### src/rtl/mem_port_arbiter_pkg.sv
// Shared definitions for the fetch/data memory port arbiter.
// Holds width defaults, the return-state encoding and byte-enable constants.
package mem_port_arbiter_pkg;

    localparam int ADDR_W_DEF = 6;
    localparam int DATA_W_DEF = 32;

    localparam logic [3:0] BE_ALL = 4'hF;

    typedef enum logic [1:0] {
        IDLE,
        RET_I,
        RET_D
    } ret_state_e;

endpackage

### src/rtl/mem_port_arbiter_starve_counter.sv
// Saturating counter of consecutive data grants taken while fetch waits.
// Ports: clk, rst (sync, active-high), inc, clr in; at_limit out.
module starve_counter #(
    parameter int LIMIT = 3
) (
    input  logic clk,
    input  logic rst,
    input  logic inc,
    input  logic clr,
    output logic at_limit
);

    localparam int CNT_W = (LIMIT < 1) ? 1 : $clog2(LIMIT + 1);
    localparam logic [CNT_W-1:0] MAX = CNT_W'(LIMIT);

    logic [CNT_W-1:0] cnt;

    always_ff @(posedge clk) begin
        if (rst) begin
            cnt <= '0;
        end else if (clr) begin
            cnt <= '0;
        end else if (inc && (cnt != MAX)) begin
            cnt <= cnt + 1'b1;
        end
    end

    assign at_limit = (cnt == MAX);

endmodule

### src/rtl/mem_port_arbiter.sv
// Arbitrates a fetch port and a data port onto one single-cycle memory port.
// Ports: i_* fetch request/return, d_* data request/return, mem_* memory side.
module mem_port_arbiter
    import mem_port_arbiter_pkg::*;
#(
    parameter int ADDR_W       = ADDR_W_DEF,
    parameter int DATA_W       = DATA_W_DEF,
    parameter int STARVE_LIMIT = 3
) (
    input  logic              clk,
    input  logic              rst,

    input  logic              i_req,
    input  logic [ADDR_W-1:0] i_addr,
    output logic              i_gnt,
    output logic              i_stall,
    output logic              i_rvalid,
    output logic [DATA_W-1:0] i_rdata,

    input  logic              d_req,
    input  logic              d_we,
    input  logic [ADDR_W-1:0] d_addr,
    input  logic [DATA_W-1:0] d_wdata,
    input  logic [3:0]        d_be,
    output logic              d_gnt,
    output logic              d_rvalid,
    output logic [DATA_W-1:0] d_rdata,

    output logic              mem_en,
    output logic              mem_we,
    output logic [ADDR_W-1:0] mem_addr,
    output logic [DATA_W-1:0] mem_wdata,
    output logic [3:0]        mem_be,
    input  logic [DATA_W-1:0] mem_rdata
);

    ret_state_e state;
    ret_state_e state_nxt;

    logic starved;
    logic i_pick;
    logic d_pick;

    // Data wins contention unless fetch has waited the full limit.
    assign i_pick = i_req & (~d_req | starved);
    assign d_pick = d_req & ~i_pick;

    // Reset forces every output quiet whatever the requests are doing.
    assign i_gnt   = ~rst & i_pick;
    assign d_gnt   = ~rst & d_pick;
    assign i_stall = ~rst & i_req & ~i_gnt;

    starve_counter #(
        .LIMIT    (STARVE_LIMIT)
    ) u_starve (
        .clk      (clk),
        .rst      (rst),
        .inc      (d_gnt & i_req),
        .clr      (i_gnt | ~i_req),
        .at_limit (starved)
    );

    always_comb begin
        mem_en    = 1'b0;
        mem_we    = 1'b0;
        mem_addr  = '0;
        mem_wdata = '0;
        mem_be    = '0;
        unique case (1'b1)
            i_gnt: begin
                mem_en   = 1'b1;
                mem_addr = i_addr;
                mem_be   = BE_ALL;
            end
            d_gnt: begin
                mem_en    = 1'b1;
                mem_we    = d_we;
                mem_addr  = d_addr;
                mem_wdata = d_wdata;
                mem_be    = d_be;
            end
            default: ;
        endcase
    end

    always_ff @(posedge clk) begin
        if (rst) begin
            state <= IDLE;
        end else begin
            state <= state_nxt;
        end
    end

    // The state register still holds a stale return during the first
    // reset cycle, so the return outputs are gated by rst as well.
    always_comb begin
        state_nxt = IDLE;
        i_rvalid  = 1'b0;
        i_rdata   = '0;
        d_rvalid  = 1'b0;
        d_rdata   = '0;
        if (i_gnt) begin
            state_nxt = RET_I;
        end else if (d_gnt && !d_we) begin
            state_nxt = RET_D;
        end
        if (!rst) begin
            unique case (state)
                RET_I: begin
                    i_rvalid = 1'b1;
                    i_rdata  = mem_rdata;
                end
                RET_D: begin
                    d_rvalid = 1'b1;
                    d_rdata  = mem_rdata;
                end
                default: ;
            endcase
        end
    end

endmodule

### config.mk
export PLATFORM = sky130hd
export DESIGN_NAME = mem_port_arbiter
export DESIGN_NICKNAME = d
export VERILOG_FILES = /design/src/rtl/mem_port_arbiter_pkg.sv /design/src/rtl/mem_port_arbiter_starve_counter.sv /design/src/rtl/mem_port_arbiter.sv
export SDC_FILE = /design/constraint.sdc
export NUM_CORES = 1
export LEC_CHECK = 0
export BUFFER_PORTS_ARGS = -buffer_cell sky130_fd_sc_hd__buf_4
export CORE_ASPECT_RATIO = 0.75
export CORE_MARGIN = 5
export CORE_UTILIZATION = 23
export CTS_CLUSTER_DIAMETER = 200
export DETAILED_ROUTE_END_ITERATION = 10
export PLACE_DENSITY_LB_ADDON = 0.05
export SETUP_SLACK_MARGIN = 0.02
export SLEW_MARGIN = 20
export SYNTH_ARGS = -nofsm -noshare
export SYNTH_HDL_FRONTEND = slang
export SYNTH_SLANG_ARGS = --single-unit
### constraint.sdc
create_clock -name clk -period 1.36 [get_ports clk]
set_clock_uncertainty 0.1 [all_clocks]
set_input_delay 0.068 -clock clk [delete_from_list [all_inputs] [get_ports clk]]
set_output_delay 0.068 -clock clk [all_outputs]
set_load 0.05 [all_outputs]
==> out/metrics.csv, run 1 <==
metric;value;unit
post-synthesis simple-gate area fraction;73.12;%
GPL Wtd Cong;0.7613;
post-CTS setup buffer count;5;
CTS resizes;263;
DP Wirelength;5.003;mm
Die Ht;66.99;um
Synth Instances;152;
post-synthesis compound-gate area fraction;9.925;%
tool error;[ERROR DPL-0033] detailed placement checks failed during check placement.;
post-synthesis adder-cell area fraction;1.256;%
Initial Util;24.12;%
clk buf depth;2;
register bit total from synthesis;4;
average cell area after synthesis;6.552;sq um
Mapped Nets;238;
total CTS buffers;3;
Clock Sinks;4;
synth warn;0;
H-tree Lvls;1;
Last stage;clock tree synthesis (4_1_cts);
port bufs;197;
multiplexer share of the synthesized area;0;%
synthesized area;996.0;sq um
die width;85.99;um
sequential area share after synthesis;8.040;%
Hold Buf Count CTS;1;
Post-Synth XOR/XNOR Area;0;%
row cnt;20;
largest family of logic cells by synthesized area;simple AND/OR/NAND/NOR gates;
Root Driver;clkbuf_8;
synth unique cells;17;
status;stopped before the end;
IO Pins;198;
synth_stat cells:
| cell | instances | area [sq um] |
|---|---|---|
| buf_6 | 4 | 45.04 |
| a21oi_1 | 4 | 20.02 |
| buf_2 | 1 | 5.000 |
| nor2b_1 | 2 | 12.51 |
| nor2_1 | 14 | 52.55 |
| dfxtp_1 | 4 | 80.08 |
| nor2b_2 | 1 | 8.760 |
| nand2b_1 | 3 | 18.77 |
| nand2_1 | 5 | 18.77 |
| a21boi_4 | 1 | 18.77 |
| a21boi_0 | 1 | 7.510 |
| ha_1 | 1 | 12.51 |
| and2_1 | 96 | 600.6 |
| a32oi_1 | 6 | 52.55 |
| clkbuf_1 | 7 | 26.28 |
| or2b_1 | 1 | 7.510 |
| and3b_1 | 1 | 8.760 |
through the flow:
stage          cells  hold slack [ns]  instance area, sq um  TNS (ns)  worst slack, ns
3_5_place_dp     401           0.1364                  2903    -3.739          -0.1246
3_3_place_gp     401           0.1399                  2903    -3.489          -0.1025
2_1_floorplan    152          0.03961                  1338  -0.03088         -0.03088
logic make-up after synthesis:
| family | Yosys count |
|---|---|
| AND/OR/NAND/NOR | 123 |
| AO/OA/AOI/OAI | 12 |
| buffers and inverters | 12 |
| flip-flops | 4 |
| adder cells (fa/ha/maj) | 1 |
==> run 2, diff against run 1 <==
Settings changed: CORE_AREA from default to 5 5 73 75, CORE_ASPECT_RATIO 0.75 to default, CORE_MARGIN 5 to default, CORE_UTILIZATION 23 to default, CTS_CLUSTER_DIAMETER 200 to default, DIE_AREA from default to 0 0 78 80, PLACE_DENSITY_LB_ADDON 0.05 to 0.15, SETUP_SLACK_MARGIN 0.02 to default.
Clock period 1.36 ns to 1.8 ns, I/O delays scaled along.
==> out/metrics.csv, run 2 <==
metric;value;unit;change
average cell area after synthesis;6.552;sq um;unchanged
final hold viol count;0;;
P_sw;0.0004201;W;
startpoint types;flip-flop;;
Via density;4.236;;
row cnt;25;;+25%
initial antenna violation count;0;;
Logic pwr share;68.5;%;
layout cells sized above 1;62.61;%;
Die Ht;80;um;+19%
Commonest cells post-synth;96 x and2_1, 14 x nor2_1, 7 x clkbuf_1;;
reg2reg path depth;4;;
status;finished clean;;
global-route wire length before repair;8.204;mm;
core box area;4598;sq um;
Syn-to-layout area delta;160.3;%;
Synth Instances;152;;unchanged
Residual DRC;0;;
Die Area;6240;sq um;
register bit total from synthesis;4;;unchanged
synth unique cells;17;;unchanged
switch share;46.15;%;
synthesized area;996.0;sq um;unchanged
Clock Sinks;4;;unchanged
largest area contributor in the netlist;and2_1;;
nets;433;;
CP endpoint kind;primary output;;
post-synthesis compound-gate area fraction;9.925;%;unchanged
aggregate global-route resource usage;16.19;%;
worst hold path class;in -> reg;;
Post-synth EDFFs;0;;unchanged
multiplexer share of the synthesized area;0;%;unchanged
CP max stage delay;0.31;ns;
Pint;0.0004903;W;
Final min period;1.711;ns;
worst path cell trace;ha_2 > or2b_4 > nand2_1 > a21oi_1 > buf_4;;
post-synthesis adder-cell area fraction;1.256;%;unchanged
final core utilization;56.38;%;
Max Fclk;584.6;MHz;
pin count of the biggest net entering global routing;36;;
DRT Pass-1 Iters;4;;
GRT overflow;0;;
Clock power frac;21.3;%;
H-tree Lvls;1;;unchanged
sequential area share after synthesis;8.040;%;unchanged
antenna-violating nets left;0;;
Worst Path Required;1.61;ns;
most frequent cells in the layout;200 x buf_4, 96 x and2_1, 8 x nor2_1, 6 x nor2_2;;
share of the synthesized area in the top cell type;60.30;%;unchanged
critical path class;reg -> out;;
Skew-Pair Late Insertion Delay;0.22;ns;
CTS tree;done;;
final worst-path cycle share;95.03;%;
pins over their slew limit;0;;
top-count cell post-synth;and2_1;;
Most used DFF post-synth;dfxtp_1;;
number of DRC markers in iteration 0;76;;
Rel. slew slack;84.05;%;
Routed met3 length;667;um;
wire length on met2;3.104;mm;
Worst Hold Path Cells;2;;
Root Driver;clkbuf_8;;
routed len/inst;14.26;um;
largest family of logic cells by synthesized area;simple AND/OR/NAND/NOR gates;;
clk buf depth;2;;unchanged
worst-margin pin slew;0.2393;ns;
non-filler instance count after layout;399;;
placed cells;395;;-1.5%
maximum vdd drop;179.5;uV;
DP Wirelength;4.916;mm;-1.7%
Top Registers;state: 2 flops, u_starve.cnt: 2 flops;;
Post-Synth XOR/XNOR Area;0;%;unchanged
Tot Pwr;0.0009104;W;
synth warn;0;;unchanged
final hold slack;0.1390;ns;
PD cells;351.2;nW/um^2;
RSZ-0062 raised after global routing;no;;
Worst-path clk slew;0.04;ns;
IO Pins;198;;unchanged
port bufs;197;;unchanged
total CTS buffers;3;;unchanged
final setup fails;0;;
Max-cap violations;0;;
Flop pwr share;10.3;%;
post-synthesis simple-gate area fraction;73.12;%;unchanged
Initial Util;21.66;%;-2.5 points
n_diodes;0;;
most common cell after layout, fill and taps aside;buf_4;;
met1 wire length;1.916;mm;
Max stage delay cell, worst path;dfxtp_1;;
Mapped Nets;238;;unchanged
max layer used;met3;;
Via Count;1690;;
WP data arrival;1.52;ns;
vias in the first global route;1667;;
Area contributors post-synth;and2_1 60%, dfxtp_1 8.0%, nor2_1 5.3%, a32oi_1 5.3%, buf_6 4.5%;;
die width;78;um;-9.3%
Leak;1.468;nW;
asr flop ratio synth;0;%;unchanged
GPL Wtd Cong;0.7360;;-3.3%
Detailed Route WL;5.689;mm;
Worst Path Max Fanout;7;;
-- run 2: timing repair --
item / in CTS / in global routing
gates resized for setup: 2 / 2
cloned: 0 / 0
hold buffers: 1 / 0
endpoints found under the setup margin: 4 / 8
setup buffers: 0 / 0
endpoints found under the hold margin: 1 / 0
-- run 2: metrics by stage --
step | setup WS [ns] | setup TNS, ns | area [sq um]
2_1_floorplan | -0.06181 | -0.2472 | 1012
3_3_place_gp | 0.2589 | 0 | 2524
3_5_place_dp | 0.2186 | 0 | 2524
4_1_cts | 0.05148 | 0 | 2586
5_1_grt | 0.02008 | 0 | 2592
6_report | 0.08946 | 0 | 2592
-- run 2: worst paths after layout --
check,slack (ns),endpoint,from
hold reg to reg,0.32,u_starve.cnt[0],u_starve.cnt[0]
setup / recovery,0.09,mem_be[2],u_starve.cnt[0]
hold / removal,0.14,state[0],rst
setup reg to reg,0.50,state[0],u_starve.cnt[0]
-- run 2: logic make-up (layout without fill, tap and decap cells) --
| kind of cell | count (synthesis) | count (layout) |
|---|---|---|
| AND/OR/NAND/NOR | 123 | 123 |
| AO/OA/AOI/OAI | 12 | 12 |
| buffers and inverters | 12 | 205 |
| flip-flops | 4 | 4 |
| adder cells (fa/ha/maj) | 1 | 1 |
-- run 2: layer usage --
metal | vias to the layer above | global-route usage, %
met5 | - | 0
met4 | 0 | 1.520
met3 | 0 | 6.546
met2 | 105 | 31.72
met1 | 725 | 16.45
li1 | 860 | -
-- run 2: area by class of cell --
class                   instances  area [sq um]
clock buffers                   3         41.29
fillers                       460          2006
multi-input cells             136         872.1
flip-flops and latches          4         80.08
well taps                      54         67.56
repair buffers                202          1531
-- run 2: worst max-delay path: cells and delay by family (launching register included) --
family | cells | cell delay (ns)
simple gates | 2 | 0.50
fa+ha+maj | 1 | 0.21
buf+inv | 1 | 0.20
flops | 1 | 0.31
compound gates | 1 | 0.09
-- run 2: power groups by stage --
stage               Clock (W)  Sequential, W  Combinational, W
floorplan                   0      0.0000944          0.000353
global placement            0      0.0000946          0.000617
detailed placement          0      0.0000949          0.000621
CTS                  0.000196      0.0000936          0.000627
global route         0.000205      0.0000940          0.000658
finish               0.000194      0.0000936          0.000623
(Power assumes the default switching activity.)
